<file path="src/rtl/level_speed_ctrl_pkg.sv">
// Shared types and defaults for the level speed controller: state encoding,
// default speed constants and the clamped level-target calculation.
package level_speed_pkg;

  typedef enum logic [2:0] {
    IDLE   = 3'd0,
    ACCEL  = 3'd1,
    CRUISE = 3'd2,
    BRAKE  = 3'd3,
    STALL  = 3'd4
  } speed_state_t;

  localparam int DEF_BASE_SPEED   = 64;
  localparam int DEF_SPEED_STEP   = 32;
  localparam int DEF_MAX_SPEED    = 256;
  localparam int DEF_ACCEL        = 8;
  localparam int DEF_ACCEL_FRAMES = 2;
  localparam int DEF_BRAKE_DECEL  = 32;
  localparam int DEF_STALL_FRAMES = 4;

  // Unsigned sum first so a large level can never wrap negative before clamping.
  function automatic logic signed [31:0] clamp_target(
    input logic [3:0]  lvl,
    input logic [31:0] base,
    input logic [31:0] step,
    input logic [31:0] max_spd
  );
    logic [31:0] raw;
    raw = base + 32'(lvl) * step;
    return (raw > max_spd) ? signed'(max_spd) : signed'(raw);
  endfunction

endpackage

</file>
<file path="src/rtl/level_speed_ctrl_if.sv">
// Frame/level control inputs and speed outputs of the level speed controller.
interface level_speed_ctrl_if;
  logic               startOfFrame;
  logic               startOfLevel;
  logic [3:0]         levelNumber;
  logic               collision;
  logic               pause;
  logic signed [31:0] levelSpeed;
  logic signed [31:0] targetSpeed;
  logic               cruising;

  modport master (
    output startOfFrame, startOfLevel, levelNumber, collision, pause,
    input  levelSpeed, targetSpeed, cruising
  );

  modport slave (
    input  startOfFrame, startOfLevel, levelNumber, collision, pause,
    output levelSpeed, targetSpeed, cruising
  );
endinterface

</file>
<file path="src/rtl/level_speed_ctrl.sv">
// Per-level shared speed generator: ramps to a level target, cruises, brakes
// to zero on a collision, stalls, then ramps again. Updates only on frame ticks.
module level_speed_ctrl
  import level_speed_pkg::*;
#(
  parameter int BASE_SPEED   = DEF_BASE_SPEED,
  parameter int SPEED_STEP   = DEF_SPEED_STEP,
  parameter int MAX_SPEED    = DEF_MAX_SPEED,
  parameter int ACCEL        = DEF_ACCEL,
  parameter int ACCEL_FRAMES = DEF_ACCEL_FRAMES,
  parameter int BRAKE_DECEL  = DEF_BRAKE_DECEL,
  parameter int STALL_FRAMES = DEF_STALL_FRAMES
) (
  input logic               clk,
  input logic               resetN,
  level_speed_ctrl_if.slave bus
);

  localparam logic signed [31:0] ACCEL_STEP = 32'(ACCEL);
  localparam logic signed [31:0] BRAKE_STEP = 32'(BRAKE_DECEL);
  localparam logic [31:0]        ACC_LAST   = 32'(ACCEL_FRAMES - 1);
  localparam logic [31:0]        STALL_INIT = 32'(STALL_FRAMES);

  speed_state_t       r_state, w_state_nx;
  logic signed [31:0] r_speed, w_speed_nx;
  logic signed [31:0] r_target, w_target_nx;
  logic [31:0]        r_acc_cnt, w_acc_nx;
  logic [31:0]        r_stall_cnt, w_stall_nx;
  logic               r_hit, w_hit_nx;
  logic               r_cruising;

  logic               w_tick;
  logic               w_do_brake;
  logic signed [31:0] w_acc_raw;
  logic signed [31:0] w_acc_sum;
  logic signed [31:0] w_brk_diff;

  assign w_tick     = bus.startOfFrame & ~bus.pause;
  assign w_acc_raw  = r_speed + ACCEL_STEP;
  assign w_acc_sum  = (w_acc_raw > r_target) ? r_target : w_acc_raw;
  assign w_brk_diff = r_speed - BRAKE_STEP;

  // A pending hit in ACCEL/CRUISE brakes on the very tick that consumes it.
  // The state constant is scoped because the ACCEL parameter shadows it.
  assign w_do_brake = w_tick & ((r_state == BRAKE) |
                      (((r_state == level_speed_pkg::ACCEL) | (r_state == CRUISE)) & r_hit));

  always_comb begin
    w_state_nx  = r_state;
    w_speed_nx  = r_speed;
    w_target_nx = r_target;
    w_acc_nx    = r_acc_cnt;
    w_stall_nx  = r_stall_cnt;
    w_hit_nx    = r_hit;

    if (bus.startOfLevel) begin
      w_target_nx = clamp_target(bus.levelNumber, 32'(BASE_SPEED), 32'(SPEED_STEP), 32'(MAX_SPEED));
      w_speed_nx  = '0;
      w_acc_nx    = '0;
      w_hit_nx    = 1'b0;
      w_state_nx  = level_speed_pkg::ACCEL;
    end else if (w_do_brake) begin
      w_hit_nx = 1'b0;
      if (w_brk_diff <= 32'sd0) begin
        w_speed_nx = '0;
        w_state_nx = STALL;
        w_stall_nx = STALL_INIT;
      end else begin
        w_speed_nx = w_brk_diff;
        w_state_nx = BRAKE;
      end
    end else begin
      case (r_state)
        IDLE: begin
          w_speed_nx = '0;
          w_hit_nx   = 1'b0;
        end
        level_speed_pkg::ACCEL: begin
          w_hit_nx = r_hit | bus.collision;
          if (w_tick) begin
            if (r_acc_cnt >= ACC_LAST) begin
              w_acc_nx   = '0;
              w_speed_nx = w_acc_sum;
              if (w_acc_sum == r_target) w_state_nx = CRUISE;
            end else begin
              w_acc_nx = r_acc_cnt + 32'd1;
            end
          end
        end
        CRUISE: w_hit_nx = r_hit | bus.collision;
        BRAKE:  w_hit_nx = 1'b0;
        STALL: begin
          w_hit_nx = 1'b0;
          if (w_tick) begin
            if (r_stall_cnt <= 32'd1) begin
              w_stall_nx = '0;
              w_acc_nx   = '0;
              w_state_nx = level_speed_pkg::ACCEL;
            end else begin
              w_stall_nx = r_stall_cnt - 32'd1;
            end
          end
        end
        default: begin
          w_state_nx = IDLE;
          w_speed_nx = '0;
          w_hit_nx   = 1'b0;
        end
      endcase
    end
  end

  always_ff @(posedge clk or negedge resetN) begin
    if (!resetN) begin
      r_state     <= IDLE;
      r_speed     <= '0;
      r_target    <= '0;
      r_acc_cnt   <= '0;
      r_stall_cnt <= '0;
      r_hit       <= 1'b0;
      r_cruising  <= 1'b0;
    end else begin
      r_state     <= w_state_nx;
      r_speed     <= w_speed_nx;
      r_target    <= w_target_nx;
      r_acc_cnt   <= w_acc_nx;
      r_stall_cnt <= w_stall_nx;
      r_hit       <= w_hit_nx;
      r_cruising  <= (w_state_nx == CRUISE);
    end
  end

  assign bus.levelSpeed  = r_speed;
  assign bus.targetSpeed = r_target;
  assign bus.cruising    = r_cruising;

endmodule

</file>
<file path="src/flat_wrapper.sv">
// flat-port wrapper written by rule: the top's interface ports become plain ports
module level_speed_ctrl_flat import level_speed_pkg::*;
#(
  parameter int BASE_SPEED   = DEF_BASE_SPEED,
  parameter int SPEED_STEP   = DEF_SPEED_STEP,
  parameter int MAX_SPEED    = DEF_MAX_SPEED,
  parameter int ACCEL        = DEF_ACCEL,
  parameter int ACCEL_FRAMES = DEF_ACCEL_FRAMES,
  parameter int BRAKE_DECEL  = DEF_BRAKE_DECEL,
  parameter int STALL_FRAMES = DEF_STALL_FRAMES
)
  (clk, resetN, bus_startOfFrame, bus_startOfLevel, bus_levelNumber, bus_collision, bus_pause, bus_levelSpeed, bus_targetSpeed, bus_cruising);
  level_speed_ctrl_if bus_i ();
  input logic clk;
  input logic resetN;
  input wire logic [$bits(bus_i.startOfFrame)-1:0] bus_startOfFrame;
  input wire logic [$bits(bus_i.startOfLevel)-1:0] bus_startOfLevel;
  input wire logic [$bits(bus_i.levelNumber)-1:0] bus_levelNumber;
  input wire logic [$bits(bus_i.collision)-1:0] bus_collision;
  input wire logic [$bits(bus_i.pause)-1:0] bus_pause;
  output wire logic [$bits(bus_i.levelSpeed)-1:0] bus_levelSpeed;
  output wire logic [$bits(bus_i.targetSpeed)-1:0] bus_targetSpeed;
  output wire logic [$bits(bus_i.cruising)-1:0] bus_cruising;
  assign bus_i.startOfFrame = bus_startOfFrame;
  assign bus_i.startOfLevel = bus_startOfLevel;
  assign bus_i.levelNumber = bus_levelNumber;
  assign bus_i.collision = bus_collision;
  assign bus_i.pause = bus_pause;
  assign bus_levelSpeed = bus_i.levelSpeed;
  assign bus_targetSpeed = bus_i.targetSpeed;
  assign bus_cruising = bus_i.cruising;
  level_speed_ctrl #(.BASE_SPEED(BASE_SPEED), .SPEED_STEP(SPEED_STEP), .MAX_SPEED(MAX_SPEED), .ACCEL(ACCEL), .ACCEL_FRAMES(ACCEL_FRAMES), .BRAKE_DECEL(BRAKE_DECEL), .STALL_FRAMES(STALL_FRAMES)) u_core (.clk(clk), .resetN(resetN), .bus(bus_i));
endmodule
</file>
<file path="config.mk">
export PLATFORM = sky130hd
export DESIGN_NAME = level_speed_ctrl_flat
export DESIGN_NICKNAME = d
export VERILOG_FILES = /design/src/rtl/level_speed_ctrl_pkg.sv /design/src/rtl/level_speed_ctrl_if.sv /design/src/rtl/level_speed_ctrl.sv /design/src/flat_wrapper.sv
export SDC_FILE = /design/constraint.sdc
export NUM_CORES = 1
export LEC_CHECK = 0
export ABC_AREA = 1
export BUFFER_PORTS_ARGS = -buffer_cell sky130_fd_sc_hd__buf_4
export CAP_MARGIN = 20
export CORE_ASPECT_RATIO = 0.7
export CORE_MARGIN = 5
export CORE_UTILIZATION = 61
export DETAILED_ROUTE_END_ITERATION = 16
export GPL_ROUTABILITY_DRIVEN = 1
export PLACE_DENSITY_LB_ADDON = 0.25
export SLEW_MARGIN = 0
export SYNTH_ARGS = -nofsm -noshare
export SYNTH_HDL_FRONTEND = slang
export SYNTH_SLANG_ARGS = --single-unit
</file>
<file path="constraint.sdc">
create_clock -name clk -period 3.6 [get_ports clk]
set_clock_uncertainty 0.15 [all_clocks]
set_input_delay 0.36 -clock clk [delete_from_list [all_inputs] [get_ports clk]]
set_output_delay 0.36 -clock clk [all_outputs]
set_load 0.01 [all_outputs]
</file>
# Yosys cells after proc, flatten, opt, wreduce, memory -nomap -nowiden

Index checks and enable logic that the tools add are counted.

Register bits after elaboration: 133
Bits in latches: 0
Bits in writable memories: 0
Memory bits (read-only): 0
Output and inout port bits: 65
Logic and storage cells: 81
Memories: 0

$add $sub $neg: 5
$mul: 0
Divide/modulo/power cells: 0
Magnitude comparators: 5
Equality and inequality tests: 14
Shifts and indexed selects: 0
Mux-type cells: 32
Bitwise gates (word level): 8
Reduce and logical (&&, ||, !) cells: 10

Operators by type and width:

| kind                                                                    | count |
|---|---|
| 32-bit two-way mux                                                      | 18 |
| 32-bit case mux with 2 select lines                                     | 2 |
| 32-bit by 1-bit <= comparator with 1-bit output (second input constant) | 2 |
| 32-bit by 1-bit adder with 32-bit output (second input constant)        | 1 |
| 32-bit by 5-bit adder with 32-bit output (second input constant)        | 1 |
| 32-bit == test                                                          | 1 |
| 32-bit by 1-bit >= comparator with 1-bit output (second input constant) | 1 |
| 32-bit > comparator                                                     | 1 |
| 32-bit by 9-bit > comparator with 1-bit output (second input constant)  | 1 |
| 32-bit by 1-bit subtractor with 32-bit output (second input constant)   | 1 |
| 32-bit by 7-bit subtractor with 32-bit output (second input constant)   | 1 |
| 3-bit two-way mux                                                       | 8 |
| 7-bit by 9-bit adder with 10-bit output (first input constant)          | 1 |
| 3-bit by 2-bit == test with 1-bit output (second input constant)        | 3 |
| 3-bit by 2-bit != test with 1-bit output (second input constant)        | 3 |
| 3-bit case mux with 3 select lines                                      | 1 |
| 3-bit OR reduction                                                      | 2 |
| 5-bit AND reduction                                                     | 1 |
| 2-bit != test (second input constant)                                   | 2 |
| 4-bit by 2-bit != test with 1-bit output (second input constant)        | 1 |
| 4-bit by 3-bit != test with 1-bit output (second input constant)        | 1 |
| 4-bit AND reduction                                                     | 1 |
| 2-bit nonzero test                                                      | 2 |
| 1-bit AND                                                               | 3 |
| other kinds (10)                                                        | 15 |

# Logic depth before layout (Yosys ltp)

Depth in word-level cells: 11
Depth in mapped cells: 24
Mapped depth without buffers: 23

# Worst setup path after synthesis

Ideal clock, no wire load.

Kind: register -> register
From: register u_core.r_speed[5] (netlist: u_core.bus.levelSpeed[5])
To: register u_core.r_cruising (netlist: u_core.bus.cruising)
Setup time: 119 ps
Data arrival time: 2,730 ps
Setup slack: 601 ps
Cell stages (with the launch flop): 24
Path buffers: 1
Cell sequence: dfrtp_1 > ha_1 > nand2_1 > nor2_1 > xor2_1 > inv_1 > ha_1 > a21oi_1 > nand3_1 > o21ai_0 > nand2_1 > nor2_1 > nand3_2 > nand2_4 > buf_6 > nand3_1 > nand2_1 > nor2_1 > nand3_2 > nand2_1 > nand2_1 > nand2_1 > nand2_2 > nor2_2

Word-level cells in the longest chain between the ends: 11

RTL lines:

| element                                    | RTL line                | RTL |
|---|---|---|
| start, declared                            | level_speed_ctrl.sv:25  | `logic signed [31:0] r_speed, w_speed_nx;` |
| start signal, assigned                     | level_speed_ctrl.sv:124 | `r_speed <= w_speed_nx;` |
| 32-bit by 5-bit adder with 32-bit output   | level_speed_ctrl.sv:39  | `assign w_acc_raw = r_speed + ACCEL_STEP;` |
| 32-bit > comparator                        | level_speed_ctrl.sv:40  | `assign w_acc_sum = (w_acc_raw > r_target) ? r_target : w_acc_raw;` |
| 32-bit two-way mux                         | level_speed_ctrl.sv:40  |  |
| 32-bit == test                             | level_speed_ctrl.sv:84  | `if (w_acc_sum == r_target) w_state_nx = CRUISE;` |
| 3-bit two-way mux                          | level_speed_ctrl.sv:84  |  |
| 3-bit two-way mux                          | level_speed_ctrl.sv:81  | `if (r_acc_cnt >= ACC_LAST) begin` |
| 3-bit two-way mux                          | level_speed_ctrl.sv:80  | `if (w_tick) begin` |
| 3-bit case mux with 3 select lines         | level_speed_ctrl.sv:73  | `case (r_state)` |
| 3-bit two-way mux *                        | level_speed_ctrl.sv:62  | `end else if (w_do_brake) begin` |
| 3-bit two-way mux *                        | level_speed_ctrl.sv:56  | `if (bus.startOfLevel) begin` |
| net u_core.w_state_nx[0]                   | level_speed_ctrl.sv:24  | `speed_state_t r_state, w_state_nx;` |
| 3-bit by 2-bit == test with 1-bit output * | level_speed_ctrl.sv:129 | `r_cruising <= (w_state_nx == CRUISE);` |
| end signal, assigned                       | level_speed_ctrl.sv:129 |  |
| end, declared                              | level_speed_ctrl.sv:30  | `logic r_cruising;` |

The timed path passes the listed nets; every way through them passes the cells marked *.
A chain may end at the register's enable or synchronous reset.

# Worst setup path in the final report

From: register u_core.r_speed[4] (netlist: u_core.bus.levelSpeed[4])
To: register u_core.r_cruising (netlist: u_core.bus.cruising)

The elaborated chain is that of the path after synthesis.

==> flow_summary_export.csv <==
group,metric,value,unit
run_status,outcome,"finished, final reports clean",
clock_tree,cts_tree,"done",
power_and_ir_drop,pwr-share-clk,11.4,%
global_route,grt_usage,26.4,%
setup_path,crit_type,"flop to flop",
cells_and_area,n_fill_cell,1107,
cells_and_area,final_cell_mix,"nand2_1 (268), nor2_1 (177), inv_1 (120)",
global_route,antenna_found_initial,0,
logic_synthesis,ys.flop_type,"dfrtp_1",
power_and_ir_drop,power_frac_seq,19.0,%
timing,hold_viol_final,0,
power_and_ir_drop,total_power,9.00,mW
timing,relSlewSlack,42.9,%
placed_design,dp_slack,0.240,ns
power_and_ir_drop,p_int,4.09,mW
logic_synthesis,synthArstFlopShare,100,%
power_and_ir_drop,peakVddDrop,0.772,mV
route,post_drt_via_cell_ratio,5.58,
logic_synthesis,yosys_warnings,0,
route,wl,20.3,mm
floorplan,die_h,105,um
setup_path,crit_path_start_kind,"flop",
floorplan,start_util,62.6,%
global_route,gr-total-overflow,0,
placed_design,portBuffers,47,
setup_path,worst-path-buf-inv,1,
power_and_ir_drop,switchingPower,4.91,mW
timing,setup_ws,0.247,ns
logic_synthesis,ys_types,47,
timing,min_period,3.35,ns
setup_path,crit_required,3.74,ns
setup_path,crit_path_end_kind,"flop",
cells_and_area,area_growth,9.71,%
cells_and_area,utilization,68.6,%
timing,setup_viol,0,
job,maxCapViolCount,0,
clock_tree,worstSkewPairLatency,0.36,ns
route,dr.pass1.iters,6,
timing,drv_slew,0,
floorplan,num_rows,34,
cells_and_area,register_area,2660,um2
floorplan,die_w,145,um
logic_synthesis,netlist_area,7800,um2
power_and_ir_drop,swShare,54.5,%
floorplan,pin_count,75,
setup_path,cp_data_arrival_time,3.50,ns
global_route,grt_pass1_wl,33.6,mm
logic_synthesis,avgSynthCellArea,6.97,um2
route,ant_nets,0,
power_and_ir_drop,p_comb_share,69.6,%
route,drtIter0Drc,833,
placed_design,place.gp.congestion,0.976,
setup_path,crit_top_cell,"nand2_1",
setup_path,worst_path_largest_cell_delay,0.52,ns
setup_path,cp_slowest_cell,"xor2_2",
timing,fin_crit_sh,93.1,%
clock_tree,cts.htree.levels,3,
route,vias,7393,
timing,tightest_slew,0.857,ns
clock_tree,path_clk_slew,0.08,ns
route,drc_errors,0,
clock_tree,cts_sinks,106,
floorplan,design.core.area,12500,um2
floorplan,fp.dieArea,15200,um2
min_path,hp-class,"input pin to flop",
logic_synthesis,syn_inst,1119,
setup_path,crit_chain,"ha_1, nand2_1, inv_1, nand2_4, nor2_8, nand2_2, nor4_4, xor2_2, nand2_4, o31ai_1, nand2_1, nor2_2, nand3_2, nand2_1, nand2_1, nand2_1, nand2_2, nor2_2",
logic_synthesis,seq_area_frac_synth,34.0,%
cells_and_area,diodes,0,
global_route,grt_pass1_vias,6545,
cells_and_area,fin_nets,1184,
clock_tree,root_buffer,"clkbuf_16",
timing,timing.fmax,298,MHz
logic_synthesis,synth-seq-cells,106,
global_route,grt_max_degree,67,
placed_design,dp_hpwl,14.9,mm
clock_tree,cts_buffer_depth,2,
power_and_ir_drop,powerDensity,1050,nW/um2
route,wl_per_cell,15.3,um
setup_path,crit_family,"simple AND/OR/NAND/NOR gates",
cells_and_area,drive_gt1_share,12.5,%
logic_synthesis,synth_edf_count,0,
clock_tree,cts_inserted_buffers,9,
placed_design,placed_cells,1303,
cells_and_area,final_cell_count_no_fill,1326,
power_and_ir_drop,leakage,4.47,nW
cells_and_area,multi_input_area,4370,um2
cells_and_area,layout_commonest_cell,"nand2_1",
setup_path,cp_max_fo,7,
==> cell type report <==
| class | instances | area share, % |
|---|---|---|
| timing repair buffer | 69 | 6.38 |
| clock buffer | 9 | 2.63 |
| inverter | 127 | 5.57 |
| sequential | 106 | 31.1 |
| tap | 162 | 2.37 |
| clock inverter | 7 | 0.951 |
| multi-input combinational | 846 | 51.0 |
==> repair_timing <==
action / CTS / global route
resized for setup: 0 / 9
setup buffers: 0 / 3
hold endpoints to repair: 18 / 0
endpoints found under the setup margin: 0 / 27
hold buffers: 1 / 0
==> layer usage <==
metal | share of wire [%] | track usage [%] | vias to the layer above
met5 | 0 | 0 | -
met4 | 1.2 | 5.79 | 0
met3 | 11 | 6.92 | 25
met2 | 39 | 34.8 | 362
met1 | 48 | 42.6 | 3406
li1 | - | - | 3600
==> per-stage QoR <==
step           TNS (ns)  instance area [um2]  hold WS, ns
2_1_floorplan         0                 7900      -0.0856
3_3_place_gp          0                 8150        0.323
3_5_place_dp          0                 8150        0.335
4_1_cts               0                 8470       0.0470
5_1_grt         -0.0298                 8550       0.0629
6_report              0                 8550       0.0495
==> kinds of logic after synthesis <==
logic type	after synthesis	synth area share [%]
AND/OR/NAND/NOR	627	36.6
buffers and inverters	195	11.9
AO/OA/AOI/OAI	115	8.15
flip-flops	106	34.0
XOR/XNOR	60	6.84
adder cells (fa/ha/maj)	15	2.41
other	1	0.0481
==> sequential cells by signal (all words and copies together), names as in the netlist <==
signal	flops
u_core.bus.cruising	1
u_core.bus.levelSpeed	32
u_core.bus.targetSpeed	5
u_core.r_acc_cnt	32
u_core.r_hit	1
u_core.r_stall_cnt	32
u_core.r_state	3
==> power groups by stage <==
stage               clock, mW  combinational, mW  sequential [mW]
finish                   1.03               6.26             1.71
global route             1.09               6.97             1.74
CTS                      1.05               5.94             1.70
detailed placement          0               5.87             1.71
global placement            0               5.80             1.71
floorplan                   0               4.73             1.63
==> cells in the mapped netlist (2+ instances only) <==
master	n	area, um2
o21ai_0	27	135
ha_1	15	188
a211oi_1	2	15.0
nand3_2	4	40.0
xor2_1	48	420
nor4_1	12	75.1
nor2_8	3	60.1
nand2_2	9	56.3
xnor2_1	11	96.3
nand3b_1	5	37.5
nor3_1	13	65.1
inv_2	6	22.5
a21oi_1	7	35.0
nor2_2	7	43.8
or2_2	2	12.5
clkbuf_1	13	48.8
dfrtp_1	106	2650
nor2_1	178	668
inv_1	120	450
o22ai_1	8	50.1
o41ai_2	2	32.5
o21ai_1	63	315
buf_4	35	263
nand3_1	78	390
nand2_4	4	45.0
buf_6	7	78.8
nor2_4	6	67.6
buf_2	12	60.1
nand2_1	268	1010
nand4_1	30	188
nor3_2	2	20.0
==> path summary, 6_finish.rpt <==
path                                                           start                                    end  slack, ns  cells after the start
worst max-delay path            u_core.bus.levelSpeed[4]$_DFFE_PN0P_          u_core.bus.cruising$_DFF_PN0_       0.25                     18
worst min-delay path                              bus_levelNumber[1]  u_core.bus.targetSpeed[6]$_DFFE_PN0P_       0.05                      2
worst max register to register  u_core.bus.levelSpeed[4]$_DFFE_PN0P_          u_core.bus.cruising$_DFF_PN0_       0.25                     18
worst min register to register      u_core.r_acc_cnt[31]$_DFFE_PN0P_       u_core.r_acc_cnt[31]$_DFFE_PN0P_       0.35                      2
max in group asynchronous                                     resetN       u_core.r_acc_cnt[16]$_DFFE_PN0P_       2.08                      3
min in group asynchronous                                     resetN     u_core.r_stall_cnt[12]$_DFFE_PN0P_       0.50                      2
(Power assumes the default switching activity.)
